File: config.mk
export PLATFORM = sky130hd
export DESIGN_NAME = sd_card_arbiter
export DESIGN_NICKNAME = d
export VERILOG_FILES = /design/src/rtl/sd_arb_pkg.sv /design/src/rtl/sd_arb_watchdog.sv /design/src/rtl/sd_card_arbiter.sv
export SDC_FILE = /design/constraint.sdc
export NUM_CORES = 1
export LEC_CHECK = 0
export ABC_CLOCK_PERIOD_IN_PS = 3200
export BUFFER_PORTS_ARGS = -buffer_cell sky130_fd_sc_hd__buf_2
export CORE_ASPECT_RATIO = 1.75
export CORE_MARGIN = 3
export CORE_UTILIZATION = 44
export CTS_CLUSTER_DIAMETER = 50
export DETAILED_ROUTE_END_ITERATION = 10
export PLACE_DENSITY = 0.85
export SLEW_MARGIN = 20
export SYNTH_ARGS = -nofsm -noshare
export SYNTH_HDL_FRONTEND = slang
export SYNTH_SLANG_ARGS = --single-unit
File: constraint.sdc
create_clock -name clk -period 3.2 [get_ports clk]
set_clock_uncertainty 0.1 [all_clocks]
set_input_delay 0.32 -clock clk [delete_from_list [all_inputs] [get_ports clk]]
set_output_delay 0.32 -clock clk [all_outputs]
set_load 0.005 [all_outputs]
File: src/rtl/sd_arb_pkg.sv
// Shared types and constants for the SD card arbiter: controller states,
// client indices and the latched operation encoding.
package sd_arb_pkg;

    typedef enum logic [1:0] {
        IDLE  = 2'd0,
        ISSUE = 2'd1,
        BUSY  = 2'd2,
        DONE  = 2'd3
    } state_t;

    typedef enum logic {
        OP_READ  = 1'b0,
        OP_WRITE = 1'b1
    } op_t;

    localparam logic CL_LOADER = 1'b0;
    localparam logic CL_DISK   = 1'b1;

    // Read wins whenever rd is asserted, so rd&wr collapses to a read.
    function automatic op_t decode_op(input logic rd);
        return rd ? OP_READ : OP_WRITE;
    endfunction

endpackage

File: src/rtl/sd_arb_watchdog.sv
// Transfer watchdog for the SD card arbiter. Counts enabled cycles since the
// last clear and flags expiry once LIMIT cycles have been spent. Only
// instantiated when SD_ARB_TIMEOUT_EN is defined.
module sd_arb_watchdog #(
    parameter logic [31:0] LIMIT = 32'd2000000
) (
    input  logic clk,
    input  logic reset,
    input  logic clear,
    input  logic enable,
    output logic expired
);

    logic [31:0] count;

    assign expired = enable && (count == (LIMIT - 32'd1));

    // Cycle counter: restarts on clear, saturates once expiry is reached.
    always_ff @(posedge clk) begin
        if (reset || clear) begin
            count <= 32'd0;
        end else if (enable && !expired) begin
            count <= count + 32'd1;
        end
    end

endmodule

File: src/rtl/sd_card_arbiter.sv
// Two-client round-robin arbiter in front of a single SD card controller.
// Client 0 is the ROM/palette loader, client 1 the disk drive. The owner's
// address and operation are latched at grant time; controller status is
// forwarded only to the owner.
// Optional feature: define SD_ARB_TIMEOUT_EN to add a transfer watchdog that
// aborts a stuck transfer after TIMEOUT_CYCLES and reports it on c*_err.
module sd_card_arbiter
    import sd_arb_pkg::*;
#(
    parameter logic [31:0] TIMEOUT_CYCLES = 32'd2000000
) (
    input  logic        clk,
    input  logic        reset,
    input  logic [31:0] c0_lba,
    input  logic        c0_rd,
    input  logic        c0_wr,
    output logic        c0_busy,
    output logic        c0_done,
    output logic        c0_strobe,
    output logic        c0_err,
    input  logic [31:0] c1_lba,
    input  logic        c1_rd,
    input  logic        c1_wr,
    output logic        c1_busy,
    output logic        c1_done,
    output logic        c1_strobe,
    output logic        c1_err,
    output logic [1:0]  grant,
    output logic [31:0] sd_lba,
    output logic        sd_rd,
    output logic        sd_wr,
    input  logic        sd_busy,
    input  logic        sd_done,
    input  logic        sd_rd_byte_strobe
);

    state_t state, state_next;
    op_t    op;
    logic   last_served;
    logic   req0, req1, any_req, pick;
    logic   expired;

    assign req0    = c0_rd | c0_wr;
    assign req1    = c1_rd | c1_wr;
    assign any_req = req0 | req1;

`ifdef SD_ARB_TIMEOUT_EN
    logic timed_out;

    sd_arb_watchdog #(
        .LIMIT (TIMEOUT_CYCLES)
    ) u_watchdog (
        .clk     (clk),
        .reset   (reset),
        .clear   ((state == IDLE) && any_req),
        .enable  ((state == ISSUE) || (state == BUSY)),
        .expired (expired)
    );

    // Remember that the current transfer ended by timeout, for the err pulse.
    always_ff @(posedge clk) begin
        if (reset) begin
            timed_out <= 1'b0;
        end else if ((state == IDLE) && any_req) begin
            timed_out <= 1'b0;
        end else if (expired) begin
            timed_out <= 1'b1;
        end
    end

    assign c0_err = c0_done && timed_out;
    assign c1_err = c1_done && timed_out;
`else
    logic unused_timeout;

    assign unused_timeout = |TIMEOUT_CYCLES;
    assign expired        = 1'b0;
    assign c0_err         = 1'b0;
    assign c1_err         = 1'b0;
`endif

    // Round-robin pick: on contention the client not served last wins.
    always_comb begin
        pick = CL_LOADER;
        if (req0 && req1) begin
            pick = (last_served == CL_DISK) ? CL_LOADER : CL_DISK;
        end else if (req1) begin
            pick = CL_DISK;
        end
    end

    // Next-state logic; early sd_done or watchdog expiry both end the transfer.
    always_comb begin
        state_next = state;
        case (state)
            IDLE:  if (any_req) state_next = ISSUE;
            ISSUE: begin
                if (expired || sd_done) begin
                    state_next = DONE;
                end else if (sd_busy) begin
                    state_next = BUSY;
                end
            end
            BUSY:  if (expired || sd_done) state_next = DONE;
            DONE:  state_next = IDLE;
            default: state_next = IDLE;
        endcase
    end

    // State register plus grant, address and op latched at grant time.
    always_ff @(posedge clk) begin
        if (reset) begin
            state       <= IDLE;
            grant       <= 2'b00;
            sd_lba      <= 32'd0;
            op          <= OP_READ;
            last_served <= CL_DISK;
        end else begin
            state <= state_next;
            if ((state == IDLE) && any_req) begin
                grant  <= (pick == CL_DISK) ? 2'b10 : 2'b01;
                sd_lba <= (pick == CL_DISK) ? c1_lba : c0_lba;
                op     <= decode_op((pick == CL_DISK) ? c1_rd : c0_rd);
            end
            if (state == DONE) begin
                grant       <= 2'b00;
                last_served <= grant[1];
            end
        end
    end

    assign sd_rd     = (state == ISSUE) && (op == OP_READ);
    assign sd_wr     = (state == ISSUE) && (op == OP_WRITE);
    assign c0_busy   = grant[0] && sd_busy;
    assign c1_busy   = grant[1] && sd_busy;
    assign c0_strobe = grant[0] && sd_rd_byte_strobe;
    assign c1_strobe = grant[1] && sd_rd_byte_strobe;
    assign c0_done   = (state == DONE) && grant[0];
    assign c1_done   = (state == DONE) && grant[1];

endmodule

==> flow_summary_export.csv <==
group,metric,value,unit
run_status,run_status,"finished clean",
pwr,internal_power,0.00117,W
timing,timing.final.crit_period,2.34,ns
floorplan,placeableCoreArea,3500,sq um
worst_setup_path,timing.critical_path.to_type,"register",
timing,maxClockFrequency,427,MHz
worst_setup_path,timing.rr.start,"state[0]$_SDFFE_PP0P_",
drt,drt_drc_violations_left,0,
timing,drv_slew,0,
cts,post_cts_hold_buffer_count,0,
pwr,ir_drop,0.000669,V
hold_path,hold_path.class,"in -> reg",
timing,timing_hold_violations_final,0,
floorplan,die-area,4560,sq um
layout,drive_gt1_share,46.2,%
cts,clkSinkCount,38,
cts,post_cts.resized_instances,0,
yosys,syn_inst,166,
drt,detail_route.wirelength,4.65,mm
pwr,netSwitchingFraction,33.5,%
layout,fillCellCount,332,
global_route,grt_start_max_net_pins,34,
worst_setup_path,crit_required,3.32,ns
drt,firstDrtPassIters,6,
yosys,yosysWarningCount,0,
drt,drtAntennaViolNets,0,
timing,final.period_utilization,73.1,%
pwr,clock_power_share,22.4,%
timing,timing.setup.tns,0,ns
yosys,post_synth_num_cell_types,27,
run,max_cap_violations,0,
global_route,global_route.usage.total,20.4,%
pwr,power.static_leakage,1.36,nW
placed_design,number_of_i_o_port_buffers,114,
worst_setup_path,path_max_fanout,19,
pwr,proportion_of_power_drawn_by_flip_flops_and_latches,40.4,%
yosys,synth_register_bits,38,
cts,clock_tree.htree_level_count,2,
floorplan,die_height,87.1,um
drt,dr_total_vias,1733,
floorplan,floorplan.initialDensity,47.3,%
floorplan,chipWidth,52.4,um
cts,clock_insertion_delay_worst_skew,0.28,ns
cts,clk_pin_slew,0.07,ns
cts,cts_tree,"done",
worst_setup_path,rr_worst_depth,7,
cts,cts_setup_buffers,0,
global_route,first_global_vias,1675,
layout,num_antenna_cells,0,
yosys,mapped_avg_cell_area,9.97,sq um
placed_design,place.gp.congestion,0.768,
layout,area_growth,41.3,%
floorplan,floorplan.rows,28,
hold_path,timing.hold.worst.start,"c0_lba[11]",
drt,drt_first_iter_violations,141,
worst_setup_path,critPathLaunchType,"register",
pwr,power-per-cell-area,749,nW/um^2
global_route,initial_antenna_violation_count,0,
timing,timing.slew.headroom,43.3,%
global_route,grt_pass1_wl,7.07,mm
drt,wl_per_cell,14.4,um
worst_setup_path,worstSetupPathType,"reg -> reg",
floorplan,io_pins,117,
worst_setup_path,regToRegSetupSlack,0.86,ns
pwr,comb_power_share,37.1,%
cts,cts-root-buf,"sky130_fd_sc_hd__clkbuf_8",
placed_design,placedCellCount,315,
placed_design,detailedPlacementHpwl,3.57,mm
layout,fin_cells,324,
hold_path,min_path_cells,3,
cts,cts.path.max_buffers,2,
worst_setup_path,critPathArrivalTime,2.46,ns
global_route,gr-total-overflow,0,
yosys,syn_area,1660,sq um
pwr,power.switching,0.000587,W
timing,grt_setup_unrepaired,"false",
cts,tritoncts.num_buffers,5,
timing,tightest_slew,0.849,ns
timing,finalSetupViolCount,0,
worst_setup_path,rr_endpoint,"sd_lba[15]$_SDFFE_PP0P_",
layout,final_net_count,356,
drt,route.detailed.vias_per_inst,5.35,
hold_path,worst_min_delay_path_endpoint,"sd_lba[11]$_SDFFE_PP0P_",
yosys,synth_sequential_area_ratio,46.0,%
synthesized netlist by cell type (all sizes together):
cell | count | area, sq um
a2111oi | 1 | 8.76
a211o | 2 | 17.5
a21oi | 3 | 26.3
a222oi | 32 | 320
a22oi | 1 | 7.51
a32o | 2 | 20.0
and2 | 7 | 43.8
buf | 12 | 90.1
conb | 1 | 3.75
dfxtp | 38 | 761
ha | 5 | 62.6
inv | 39 | 146
nand2b | 2 | 12.5
nand3 | 2 | 10.0
nor2 | 4 | 15.0
nor2b | 2 | 12.5
nor3 | 3 | 25.0
o2111ai | 1 | 8.76
o21a | 2 | 15.0
o21ai | 4 | 20.0
o21ba | 1 | 10.0
o31ai | 1 | 7.51
or4 | 1 | 11.3
state kept, by name, indices dropped and copies added, names as in the netlist:
name / count
sd_lba: 32
op: 1
grant: 2
last_served: 1
state: 2
worst max path at each step:
stage / startpoint / endpoint / cells past startpoint
2_1_floorplan: state[0]$_SDFFE_PP0P_ / sd_lba[0]$_SDFFE_PP0P_ / 7
3_3_place_gp: state[0]$_SDFFE_PP0P_ / sd_lba[16]$_SDFFE_PP0P_ / 6
3_5_place_dp: state[0]$_SDFFE_PP0P_ / sd_lba[15]$_SDFFE_PP0P_ / 6
4_1_cts: state[0]$_SDFFE_PP0P_ / sd_lba[15]$_SDFFE_PP0P_ / 6
5_1_grt: state[0]$_SDFFE_PP0P_ / sd_lba[17]$_SDFFE_PP0P_ / 7
6_report: state[0]$_SDFFE_PP0P_ / sd_lba[15]$_SDFFE_PP0P_ / 7
per-layer routing:
| layer | part of all wire, % | global-route usage [%] |
|---|---|---|
| met3 | 6.4 | 3.60 |
| met4 | 3.4 | 10.5 |
| met1 | 34 | 19.3 |
| met2 | 56 | 39.4 |
| met5 | 0 | 0 |
cell type report:
class                      count  area, sq um  area share (%)
clock inverter                 3         40.0            1.71
timing repair buffer         116          593            25.3
clock buffer                   5         68.8            2.94
sequential                    38          761            32.5
inverter                      39          146            6.26
multi-input combinational     78          674            28.8
tap                           45         56.3            2.41
stage by stage:
stage	total power [W]	area, sq um	utilization [%]	hold WS, ns	setup WS, ns
2_1_floorplan	0.00111	1660	-	0.356	1.52
3_3_place_gp	0.00135	2220	63.2	0.343	0.800
3_5_place_dp	0.00137	2220	63.2	0.345	0.688
4_1_cts	0.00177	2320	66.4	0.148	0.704
5_1_grt	0.00189	2340	66.8	0.155	0.702
6_report	0.00175	2340	66.8	0.158	0.860
cells by family after synthesis:
kind of cell | after synthesis | synth area share (%)
other cells | 1 | 0.227
simple gates | 21 | 7.86
compound gates | 50 | 27.9
buf+inv | 51 | 14.3
flops | 38 | 46.0
fa+ha+maj | 5 | 3.78
cells in the final DEF, fill, tap and decap left out, types with 2 or more instances in the layout:
master / n
sky130_fd_sc_hd__conb_1: 2
sky130_fd_sc_hd__a222oi_1: 32
sky130_fd_sc_hd__nand2b_1: 2
sky130_fd_sc_hd__nor2_1: 4
sky130_fd_sc_hd__clkbuf_8: 5
sky130_fd_sc_hd__clkinv_2: 2
sky130_fd_sc_hd__dfxtp_1: 38
sky130_fd_sc_hd__nand3_1: 2
sky130_fd_sc_hd__a32o_1: 2
sky130_fd_sc_hd__o21ai_0: 4
sky130_fd_sc_hd__inv_1: 39
sky130_fd_sc_hd__nor2b_1: 2
sky130_fd_sc_hd__a21oi_1: 2
sky130_fd_sc_hd__o21a_1: 2
sky130_fd_sc_hd__buf_2: 114
sky130_fd_sc_hd__nor3_4: 2
sky130_fd_sc_hd__and2_1: 7
sky130_fd_sc_hd__ha_1: 5
sky130_fd_sc_hd__a211o_1: 2
worst max-delay path, stage by stage (launching register included):
cell,delay [ns]
sky130_fd_sc_hd__dfxtp_1,0.34
sky130_fd_sc_hd__inv_1,0.13
sky130_fd_sc_hd__ha_1,0.32
sky130_fd_sc_hd__nand2b_1,0.19
sky130_fd_sc_hd__nor3_4,0.65
sky130_fd_sc_hd__buf_4,0.32
sky130_fd_sc_hd__a222oi_1,0.11
sky130_fd_sc_hd__inv_1,0.11
power by group through the flow:
stage / logic (W) / clock network [W] / registers (W)
2_1_floorplan: 0.000386 / 0 / 0.000727
3_3_place_gp: 0.000635 / 0 / 0.000713
3_5_place_dp: 0.000649 / 0 / 0.000719
4_1_cts: 0.000653 / 0.000409 / 0.000708
5_1_grt: 0.000727 / 0.000429 / 0.000730
6_report: 0.000650 / 0.000393 / 0.000709
No activity file was read; power rests on OpenSTA's default activity.
